`src/rtl/pmac_verify.sv`:
```
// Verify wrapper around a pmac engine: issues the length request, forwards the
// data stream, compares the returned MAC with the expected tag. Optional error
// counter is enabled by defining PMAC_VERIFY_ERRCNT_EN.
module pmac_verify #(
    parameter int DATA_WIDTH = 512,
    parameter int TAG_WIDTH  = 128
) (
    input  logic                  clk,
    input  logic                  rst_n,
    input  logic                  vreq_val,
    output logic                  vreq_rdy,
    input  logic [15:0]           vreq_len,
    input  logic [TAG_WIDTH-1:0]  vreq_tag,
    input  logic [DATA_WIDTH-1:0] in_data,
    input  logic                  in_val,
    output logic                  in_rdy,
    output logic                  pmac_req_val,
    input  logic                  pmac_req_rdy,
    output logic [15:0]           pmac_req_len,
    output logic [DATA_WIDTH-1:0] pmac_data,
    output logic                  pmac_data_val,
    input  logic                  pmac_data_rdy,
    input  logic [TAG_WIDTH-1:0]  pmac_tag,
    input  logic                  pmac_tag_val,
    output logic                  pmac_tag_rdy,
    output logic                  res_val,
    input  logic                  res_rdy,
    output logic                  res_ok,
`ifdef PMAC_VERIFY_ERRCNT_EN
    output logic [31:0]           err_cnt,
`endif
    output logic                  res_len_err
);

    typedef enum logic [2:0] {
        S_IDLE,
        S_ISSUE,
        S_STREAM,
        S_WAIT_MAC,
        S_RESULT
    } state_t;

    state_t               r_state;
    logic                 r_vreq_rdy;
    logic                 r_pmac_req_val;
    logic                 r_pmac_tag_rdy;
    logic                 r_res_val;
    logic                 r_res_ok;
    logic                 r_res_len_err;
    logic [15:0]          r_len;
    logic [TAG_WIDTH-1:0] r_tag;
    logic [15:0]          r_beat_cnt;

    logic w_stream;
    logic w_beat;
    logic w_last;

    // The data path is a pure pass-through; only the handshakes are gated by state.
    assign w_stream      = (r_state == S_STREAM);
    assign pmac_data     = in_data;
    assign pmac_data_val = w_stream & in_val;
    assign in_rdy        = w_stream & pmac_data_rdy;
    assign w_beat        = w_stream & in_val & pmac_data_rdy;
    assign w_last        = (r_beat_cnt == r_len - 16'd1);

    assign vreq_rdy     = r_vreq_rdy;
    assign pmac_req_val = r_pmac_req_val;
    assign pmac_req_len = r_len;
    assign pmac_tag_rdy = r_pmac_tag_rdy;
    assign res_val      = r_res_val;
    assign res_ok       = r_res_ok;
    assign res_len_err  = r_res_len_err;

    always_ff @(posedge clk or negedge rst_n) begin
        if (!rst_n) begin
            r_state        <= S_IDLE;
            r_vreq_rdy     <= 1'b1;
            r_pmac_req_val <= 1'b0;
            r_pmac_tag_rdy <= 1'b0;
            r_res_val      <= 1'b0;
            r_res_ok       <= 1'b0;
            r_res_len_err  <= 1'b0;
            r_len          <= '0;
            // NOTE: the stored tag is reset as well so no stale tag survives a mid-operation reset.
            r_tag          <= '0;
            r_beat_cnt     <= '0;
        end else begin
            // NOTE: non-blocking assignments keep every register update based on pre-edge values.
            case (r_state)
                S_IDLE: begin
                    if (vreq_val) begin
                        r_len      <= vreq_len;
                        r_tag      <= vreq_tag;
                        r_beat_cnt <= '0;
                        r_vreq_rdy <= 1'b0;
                        if (vreq_len != 16'd0) begin
                            r_pmac_req_val <= 1'b1;
                            r_state        <= S_ISSUE;
                        end else begin
                            r_res_ok      <= 1'b0;
                            r_res_len_err <= 1'b1;
                            r_res_val     <= 1'b1;
                            r_state       <= S_RESULT;
                        end
                    end
                end
                S_ISSUE: begin
                    if (pmac_req_rdy) begin
                        r_pmac_req_val <= 1'b0;
                        r_state        <= S_STREAM;
                    end
                end
                S_STREAM: begin
                    if (w_beat) begin
                        r_beat_cnt <= r_beat_cnt + 16'd1;
                        if (w_last) begin
                            r_pmac_tag_rdy <= 1'b1;
                            r_state        <= S_WAIT_MAC;
                        end
                    end
                end
                S_WAIT_MAC: begin
                    if (pmac_tag_val) begin
                        r_res_ok       <= (pmac_tag == r_tag);
                        r_res_len_err  <= 1'b0;
                        r_pmac_tag_rdy <= 1'b0;
                        r_res_val      <= 1'b1;
                        r_state        <= S_RESULT;
                    end
                end
                S_RESULT: begin
                    if (res_rdy) begin
                        r_res_val  <= 1'b0;
                        r_vreq_rdy <= 1'b1;
                        r_state    <= S_IDLE;
                    end
                end
                default: begin
                    r_state <= S_IDLE;
                end
            endcase
        end
    end

`ifdef PMAC_VERIFY_ERRCNT_EN
    logic [31:0] r_err_cnt;

    // Counts every failed result, zero-length errors included, saturating at all-ones.
    always_ff @(posedge clk or negedge rst_n) begin
        if (!rst_n) begin
            r_err_cnt <= '0;
        end else if (r_res_val && res_rdy && !r_res_ok && (r_err_cnt != 32'hFFFF_FFFF)) begin
            r_err_cnt <= r_err_cnt + 32'd1;
        end
    end

    assign err_cnt = r_err_cnt;
`endif

endmodule
```
`config.mk`:
```
export PLATFORM = sky130hd
export DESIGN_NAME = pmac_verify
export DESIGN_NICKNAME = d
export VERILOG_FILES = /design/src/rtl/pmac_verify.sv
export SDC_FILE = /design/constraint.sdc
export NUM_CORES = 1
export LEC_CHECK = 0
export ABC_AREA = 1
export CORE_AREA = 2 2 519 521
export DETAILED_ROUTE_END_ITERATION = 7
export DIE_AREA = 0 0 521 523
export GPL_ROUTABILITY_DRIVEN = 0
export PLACE_DENSITY = 0.34
export SLEW_MARGIN = 20
export SYNTH_ARGS = -nofsm -noshare
export SYNTH_HDL_FRONTEND = slang
export SYNTH_SLANG_ARGS = --single-unit
```
`constraint.sdc`:
```
create_clock -name clk -period 5.3 [get_ports clk]
set_input_delay 0.795 -clock clk [delete_from_list [all_inputs] [get_ports clk]]
set_output_delay 0.795 -clock clk [all_outputs]
set_load 0.05 [all_outputs]
```
==> run_results.csv, run 1 <==
group,metric,value,unit
sta,finalMaxSlewViolations,0,
job,maxCapViolations,0,
clock_tree,cts_max_path_buffers,2,
clock_tree,clock_latency,0.54,ns
power_and_ir_drop,power.switching,3.37,mW
sta,tightest_slew,1.02,ns
sta,period_share,72.0,%
yosys,yosysWarnings,0,
critical_path,cp-start-kind,"flop",
power_and_ir_drop,sequentialPowerShare,33.9,%
finish,final_cell_area,0.0170,mm2
placement,preCtsSetupSlack,1.24,ns
hold_path,holdCritPathClass,"in2async",
clock_tree,ctsResizeCount,0,
die,core,0.267,mm2
global_route,grt_pass1_wl,157,mm
yosys,synth_top_cells_by_count,"buf_4, nand2_1, dfrtp_1",
clock_tree,hold_buffers,0,
placement,detailed_place_hpwl,124,mm
sta,hold_slack,0.369,ns
yosys,synth_top_area_cell,"dfrtp_1",
sta,fmax,0.262,GHz
power_and_ir_drop,peakVddDrop,184,uV
die,row_count,190,
clock_tree,h-tree-depth,4,
clock_tree,clk_pin_slew_worst_paths,0.10,ns
detailed_routing,drtPass1Iterations,5,
sta,slew_headroom,31.5,%
yosys,async_flop_share,100,%
die,die_area,0.272,mm2
finish,synthToLayoutAreaGrowth,33.0,%
yosys,syn-num-nets,2473,
sta,final_hold_viol_count,0,
critical_path,crit_fanout,8,
detailed_routing,drt-vias-per-instance,1.94,
critical_path,arrival,3.02,ns
power_and_ir_drop,power.total,6.95,mW
yosys,synth_top_cell_area_share,32.8,%
sta,fin_crit,3.82,ns
yosys,synth.cell_area,0.0128,mm2
detailed_routing,routedWlPerCell,26.8,um
detailed_routing,wirelength,135,mm
yosys,yosys.cell_types.count,36,
clock_tree,postCtsSetupBuffers,0,
critical_path,worstPathRequired,4.51,ns
critical_path,crit_path_end_kind,"output pin",
global_route,overflow,0,
placement,post_dp_cell_area,0.0164,mm2
clock_tree,clkSinkCount,169,
detailed_routing,drc,0,
global_route,grt_usage,9.55,%
power_and_ir_drop,power.share.combinational,45.6,%
detailed_routing,vias,9777,
placement,placedCellCount,4999,
finish,nNetsFinal,2260,
power_and_ir_drop,swShare,48.4,%
power_and_ir_drop,leakagePower,6.08,nW
finish,finish.utilization,6.38,%
critical_path,crit_type,"reg2out",
yosys,syn_avg_cell_area,7.63,um2
clock_tree,cts_tree,"yes",
yosys,ys.flop_type,"dfrtp_1",
sta,setup_viol,0,
detailed_routing,final_antenna_net_count,0,
yosys,synth-edff-count,0,
yosys,seq_area_frac_synth,33.0,%
sta,rsz0062_at_grt,"no",
global_route,grt_pass1_vias,10394,
sta,finalClockSkew,0.0267,ns
detailed_routing,drt_iter0_drc,493,
yosys,syn_inst,1679,
global_route,grt_max_degree,97,
die,die_x,521,um
placement,port_buffers,303,
status,status,"complete, no violations",
sta,final.setup.tns,0,ns
finish,drive_above_1_share,5.00,%
finish,finalNonFillerCells,5037,
die,start_util,4.80,%
power_and_ir_drop,powerDensity,408,mW/mm2
clock_tree,cts-buffers-inserted,17,
die,die-height,523,um
yosys,ys_seq_elements,169,
global_route,antenna_found_initial,26,
sta,layout_setup_ws,1.48,ns
die,pin_count,1328,
yosys,netlist_top_cells_area,"dfrtp_1, buf_4, nand2_1",
power_and_ir_drop,clock_power_share,20.5,%
yosys,synth_most_common_cell,"buf_4",
power_and_ir_drop,p_int,3.58,mW
clock_tree,clock-root-buffer,"clkbuf_16",
-- final timing paths --
path | slack (ns) | from | cells past startpoint | end
worst min-delay path | 0.37 | rst_n | 1 | r_tag[120]
worst min register to register | 0.49 | res_val | 2 | res_val
min in group clk | 0.49 | res_val | 2 | res_val
worst max register to register | 2.50 | r_state[1] | 8 | r_tag[40]
worst max-delay path | 1.48 | r_state[0] | 5 | pmac_data_val
max in group asynchronous | 3.76 | rst_n | 2 | r_tag[57]
-- layout make-up --
| type | instances | area [um2] |
|---|---|---|
| Antenna cell | 6 | 15.0 |
| Tap cell | 3552 | 4440 |
| Timing Repair Buffer | 314 | 3130 |
| Multi-Input combinational cell | 874 | 4260 |
| Clock buffer | 17 | 425 |
| Clock inverter | 15 | 191 |
| Fill cell | 31446 | 250000 |
| Sequential cell | 169 | 4230 |
| Inverter | 90 | 343 |
-- layer usage --
layer,part of all wire [%],up-vias,global-route usage (%)
met4,3.4,34,3.46
met3,29,240,12.6
met5,0.17,-,0
met2,47,989,15.8
li1,-,4271,-
met1,21,4243,5.69
-- cell families (layout without fill, tap and decap cells) --
logic type / Yosys count / in the layout / synth area share, %
and+or+nand+nor: 667 / 667 / 21.5
buffers and inverters: 636 / 436 / 33.9
DFF: 169 / 169 / 33.0
AOI/OAI and AO/OA: 103 / 103 / 4.35
xor gates and xnor gates: 102 / 102 / 6.98
adders and majority gates: 2 / 2 / 0.195
other: 0 / 6 / 0
-- critical path, stage by stage (launching register included) --
cell and delay, ns:
dfrtp_1 0.50, nor3_4 0.22, buf_4 0.21, inv_1 0.21
nor2_1 0.45, clkdlybuf4s50_1 0.91
-- layout by cell type, fill, tap and decap left out, types with 11 or more instances in the layout --
cell type | netlist | final
nand3_1 | 28 | 28
o21ai_0 | 73 | 71
nand4_1 | 24 | 24
xor2_1 | 52 | 52
nor2_1 | 66 | 65
nor3_1 | 26 | 26
dfrtp_1 | 168 | 168
xnor2_1 | 50 | 50
nand2_1 | 490 | 489
a21oi_1 | 11 | 11
clkdlybuf4s50_1 | 0 | 302
inv_1 | 89 | 88
clkbuf_16 | 0 | 17
-- sequential cells by signal, indices dropped and copies added, names as in the netlist --
| signal | count |
|---|---|
| res_len_err | 1 |
| res_val | 1 |
| r_beat_cnt | 16 |
| pmac_req_val | 1 |
| r_tag | 128 |
| r_state | 3 |
| vreq_rdy | 1 |
| res_ok | 1 |
| pmac_tag_rdy | 1 |
| pmac_req_len | 16 |
-- power groups by stage --
stage	registers (mW)	logic, mW	clock network, mW
6_report	2.36	3.17	1.43
5_1_grt	2.43	3.59	1.55
4_1_cts	2.37	3.34	1.51
3_5_place_dp	2.39	3.33	0
3_3_place_gp	2.39	3.32	0
2_1_floorplan	2.42	2.70	0
(Power assumes the default switching activity.)
==> run 2: changes to the inputs <==
--- a/config.mk
+++ b/config.mk
@@ -6,11 +6,11 @@
 export NUM_CORES = 1
 export LEC_CHECK = 0
 export ABC_AREA = 1
-export CORE_AREA = 2 2 519 521
+export CORE_AREA = 2 2 517 519
 export DETAILED_ROUTE_END_ITERATION = 7
-export DIE_AREA = 0 0 521 523
+export DIE_AREA = 0 0 519 521
 export GPL_ROUTABILITY_DRIVEN = 0
-export PLACE_DENSITY = 0.34
+export PLACE_DENSITY = 0.35
 export SLEW_MARGIN = 20
 export SYNTH_ARGS = -nofsm -noshare
 export SYNTH_HDL_FRONTEND = slang
==> constraint.sdc (replaced) <==
create_clock -name clk -period 3.1 [get_ports clk]
set_input_delay 0.465 -clock clk [delete_from_list [all_inputs] [get_ports clk]]
set_output_delay 0.465 -clock clk [all_outputs]
set_load 0.05 [all_outputs]
==> run_results.csv, run 2 (synthesis results as in run 1) <==
group,metric,value,unit
die,pin_count,1328,
die,die_area,0.270,mm2
finish,n_fill_cell,31283,
die,row_count,189,
detailed_routing,wirelength,135,mm
power_and_ir_drop,powerDensity,711,mW/mm2
detailed_routing,vias,9785,
detailed_routing,drc,0,
sta,finalClockSkew,0.0363,ns
clock_tree,cts-buffers-inserted,25,
hold_path,holdCritPathClass,"in2async",
global_route,grt_pass1_wl,157,mm
clock_tree,clock_latency,0.58,ns
critical_path,crit_fanout,8,
sta,final_hold_viol_count,0,
clock_tree,ctsResizeCount,0,
placement,preCtsSetupSlack,0.189,ns
global_route,grt_pass1_vias,10182,
detailed_routing,final_antenna_net_count,0,
clock_tree,h-tree-depth,4,
detailed_routing,drtPass1Iterations,5,
global_route,antenna_found_initial,23,
critical_path,crit_path_end_kind,"output pin",
finish,regMostFlops,"r_tag",
critical_path,arrival,2.45,ns
clock_tree,clock-root-buffer,"clkbuf_16",
sta,fin_crit,2.91,ns
job,maxCapViolations,0,
sta,period_share,94.0,%
sta,fmax,0.343,GHz
sta,setup_viol,0,
sta,rsz0062_at_grt,"no",
critical_path,cp-start-kind,"flop",
finish,regArea,0.00423,mm2
die,die-height,521,um
clock_tree,cts_max_path_buffers,3,
die,core,0.264,mm2
clock_tree,cts_tree,"yes",
sta,final.setup.tns,0,ns
clock_tree,clkSinkCount,169,
detailed_routing,drt_iter0_drc,516,
finish,largest_register_ffs,128,
finish,final_cell_mix,"nand2_1, clkdlybuf4s50_1, dfrtp_1",
sta,hold_slack,0.412,ns
finish,synthToLayoutAreaGrowth,35.2,%
die,die_x,519,um
detailed_routing,drt-vias-per-instance,1.94,
die,start_util,4.84,%
clock_tree,clk_pin_slew_worst_paths,0.06,ns
finish,nNetsFinal,2291,
power_and_ir_drop,peakVddDrop,514,uV
global_route,grt_max_degree,93,
sta,slew_headroom,23.5,%
critical_path,worstPathRequired,2.63,ns
power_and_ir_drop,leakagePower,6.25,nW
critical_path,crit_type,"reg2out",
power_and_ir_drop,power.total,12.3,mW
status,status,"complete, no violations",
sta,tightest_slew,1.14,ns
placement,port_buffers,303,
sta,finalMaxSlewViolations,0,
finish,mostFrequentLayoutCell,"nand2_1",
finish,multi_input_area,0.00427,mm2
placement,detailed_place_hpwl,124,mm
global_route,overflow,0,
detailed_routing,routedWlPerCell,26.7,um
global_route,grt_usage,9.64,%
finish,drive_above_1_share,6.60,%
sta,layout_setup_ws,0.187,ns
-- run 2: cell types whose count changed in the layout (fill, tap and decap cells not counted), sizes merged, moves of 7 or more --
cell,delta
inv,-7
clkinv,-7
clkbuf,+11
buf,+23
-- run 2: critical path, cell delays in order, from the launching register on --
cell,delay (ns)
dfrtp_1,0.48
nor3_4,0.23
inv_1,0.21
nor2_1,0.15
clkdlybuf4s50_1,0.82
-- run 2: final cells by class --
type                    instances  area share (%)
diodes                          5          0.0723
clock inverters                 3           0.246
inverters                      90            1.98
multi-input cells             874            24.7
clock buffers                  28            3.79
well taps                    3533            25.5
repair buffers                337            19.2
flip-flops and latches        169            24.4
-- run 2: layer usage --
layer / up-vias / share of wire (%) / track usage [%]
met5: - / 0.21 / 0.333
met4: 28 / 3.4 / 3.59
met3: 204 / 30 / 13.1
met1: 4171 / 22 / 6.09
met2: 1071 / 45 / 15.2
li1: 4311 / - / -
-- run 2: stage by stage --
step / cells / util (%) / cell area (um2)
6_report: 5039 / 6.55 / 17300
5_1_grt: 5035 / 6.54 / 17300
4_1_cts: 5034 / 6.54 / 17300
3_5_place_dp: 5002 / 6.27 / 16600
3_3_place_gp: 5002 / 6.27 / 16600
2_1_floorplan: 1679 / - / 12800
-- run 2: power by group --
part           total [mW]  switching (mW)  internal (mW)
Combinational        5.41            3.48           1.94
Clock                2.88            1.30           1.58
Sequential           4.03           0.864           3.16
-- run 2: worst paths after layout --
path / startpoint / depth (start not counted) / slack (ns) / to
hold / removal: rst_n / 2 / 0.41 / r_tag[11]
min in group clk: vreq_tag[23] / 3 / 0.42 / r_tag[23]
hold reg to reg: res_ok / 2 / 0.50 / res_ok
setup / recovery: r_state[0] / 4 / 0.19 / in_rdy
max in group asynchronous: rst_n / 3 / 1.88 / r_tag[10]
setup reg to reg: pmac_req_len[0] / 12 / 0.63 / r_state[0]
-- run 2: what timing repair did --
item                      CTS  global route
setup buffers               0             0
hold buffers                1             0
hold endpoints to repair   47             0
==> run 3: changes to the inputs <==
--- a/config.mk
+++ b/config.mk
@@ -6,9 +6,9 @@
 export NUM_CORES = 1
 export LEC_CHECK = 0
 export ABC_AREA = 1
-export CORE_AREA = 2 2 517 519
+export CORE_AREA = 5 5 520 522
 export DETAILED_ROUTE_END_ITERATION = 7
-export DIE_AREA = 0 0 519 521
+export DIE_AREA = 0 0 525 527
 export GPL_ROUTABILITY_DRIVEN = 0
 export PLACE_DENSITY = 0.35
 export SLEW_MARGIN = 20
==> run_results.csv, run 3 (synthesis results as in run 1) <==
group,metric,value,unit
finish,multi_input_area,0.00425,mm2
global_route,grt_pass1_vias,10837,
finish,nNetsFinal,2293,
detailed_routing,routedWlPerCell,25.6,um
sta,finalClockSkew,0.0500,ns
power_and_ir_drop,sequentialPowerShare,32.4,%
clock_tree,cts_tree,"yes",
power_and_ir_drop,leakagePower,6.27,nW
job,maxCapViolations,0,
clock_tree,h-tree-depth,4,
global_route,grt_pass1_wl,154,mm
clock_tree,cts_max_path_buffers,3,
power_and_ir_drop,swShare,46.3,%
sta,fmax,0.346,GHz
die,die_x,525,um
die,pin_count,1328,
detailed_routing,vias,9887,
critical_path,critical_path_buf_inv_count,3,
global_route,grt-busiest-layer,"met2",
finish,regArea,0.00423,mm2
power_and_ir_drop,clock_power_share,23.1,%
clock_tree,cts-buffers-inserted,25,
finish,final_cell_mix,"nand2_1, clkdlybuf4s50_1, dfrtp_1",
clock_tree,clkSinkCount,169,
power_and_ir_drop,p_int,6.75,mW
power_and_ir_drop,power.total,12.6,mW
critical_path,cp-start-kind,"flop",
critical_path,reg2reg_depth,12,
die,row_count,189,
sta,slew_headroom,23.6,%
power_and_ir_drop,power.switching,5.83,mW
finish,finish.utilization,6.57,%
critical_path,crit_path_end_kind,"flop",
critical_path,arrival,3.41,ns
global_route,antenna_found_initial,28,
clock_tree,clock_latency,0.59,ns
critical_path,cp_cell_sequence,"xnor2_1 > nand2_1 > nor3_2 > buf_4 > nand4_1 > nor2_1 > buf_4 > nand2_1 > nor2_1 > buf_4 > nand3_1 > nand2_1",
die,die-height,527,um
detailed_routing,wirelength,130,mm
status,status,"complete, no violations",
detailed_routing,drt_iter0_drc,475,
clock_tree,postCtsSetupBuffers,0,
finish,n_fill_cell,31128,
detailed_routing,final_antenna_net_count,0,
clock_tree,clk_pin_slew_worst_paths,0.09,ns
sta,rsz0062_at_grt,"no",
finish,largest_register_ffs,128,
critical_path,worstPathRequired,3.62,ns
placement,placedCellCount,5004,
hold_path,holdCritPathClass,"in2async",
detailed_routing,drtPass1Iterations,5,
power_and_ir_drop,power.share.combinational,44.5,%
finish,synthToLayoutAreaGrowth,35.7,%
global_route,met3_usage,11.7,%
placement,port_buffers,303,
critical_path,r2r_end,"res_ok",
critical_path,r2r_setup_slack,0.21,ns
critical_path,crit_slowest_cell,"xnor2_1",
sta,setup_viol,0,
sta,fin_crit,2.89,ns
detailed_routing,drt-vias-per-instance,1.96,
sta,tightest_slew,1.15,ns
placement,detailed_place_hpwl,119,mm
finish,drive_above_1_share,6.58,%
power_and_ir_drop,peakVddDrop,569,uV
sta,final_hold_viol_count,0,
critical_path,cp_top_family,"simple AND/OR/NAND/NOR gates",
die,core,0.265,mm2
critical_path,crit_type,"reg2reg",
detailed_routing,drc,0,
global_route,grtUsageMet1,6.14,%
global_route,grt_max_degree,98,
finish,mostFrequentLayoutCell,"nand2_1",
sta,period_share,93.1,%
global_route,overflow,0,
finish,regMostFlops,"r_tag",
power_and_ir_drop,powerDensity,724,mW/mm2
die,die_area,0.277,mm2
clock_tree,clock-root-buffer,"clkbuf_16",
sta,finalMaxSlewViolations,0,
die,start_util,4.84,%
global_route,grt_usage,9.03,%
critical_path,crit_fanout,2,
global_route,use_met2,14.3,%
critical_path,r2r_start,"r_tag[88]",
critical_path,cpPeakStageDelay,0.62,ns
finish,finalNonFillerCells,5052,
-- run 3: worst max-delay path by stage --
stage / from / cells past startpoint / endpoint
after floorplan: pmac_req_len[0] / 14 / r_state[1]
after global placement: pmac_tag[88] / 13 / res_ok
after detailed placement: pmac_tag[88] / 13 / res_ok
after CTS: r_tag[88] / 12 / res_ok
after global routing: r_tag[88] / 12 / res_ok
final: r_tag[88] / 12 / res_ok
-- run 3: area by class of cell --
type	instances	area share (%)
Tap cell	3533	25.4
Clock inverter	3	0.259
Multi-Input combinational cell	874	24.5
Clock buffer	30	3.82
Antenna cell	14	0.202
Inverter	90	1.97
Timing Repair Buffer	339	19.5
Sequential cell	169	24.3
-- run 3: layer usage --
metal | vias up | routed length [um]
met5 | - | 135
met4 | 14 | 4090
met3 | 206 | 36600
met2 | 1104 | 58100
met1 | 4225 | 30600
li1 | 4338 | -
-- run 3: repair_timing --
action | in CTS | in global routing
endpoints found under the hold margin | 48 | 0
gates resized for setup | 1 | 0
setup endpoints to repair | 1 | 0
hold buffers | 1 | 0
-- run 3: stage by stage --
step | hold WS [ns] | area [um2] | worst slack (ns) | setup TNS (ns)
finish | 0.417 | 17400 | 0.213 | 0
global route | 0.366 | 17300 | 0.166 | 0
CTS | 0.330 | 17300 | 0.0643 | 0
detailed placement | 0.469 | 16600 | -0.765 | -0.765
global placement | 0.463 | 16600 | -0.785 | -0.785
floorplan | 0.169 | 12800 | 0.947 | 0
-- run 3: power by group through the flow --
stage          clock network (mW)  logic (mW)  registers [mW]
2_1_floorplan                   0        4.61            4.13
3_3_place_gp                    0        5.72            4.14
3_5_place_dp                    0        5.77            4.14
4_1_cts                      3.10        5.78            4.11
5_1_grt                      3.15        6.26            4.22
6_report                     2.90        5.60            4.07
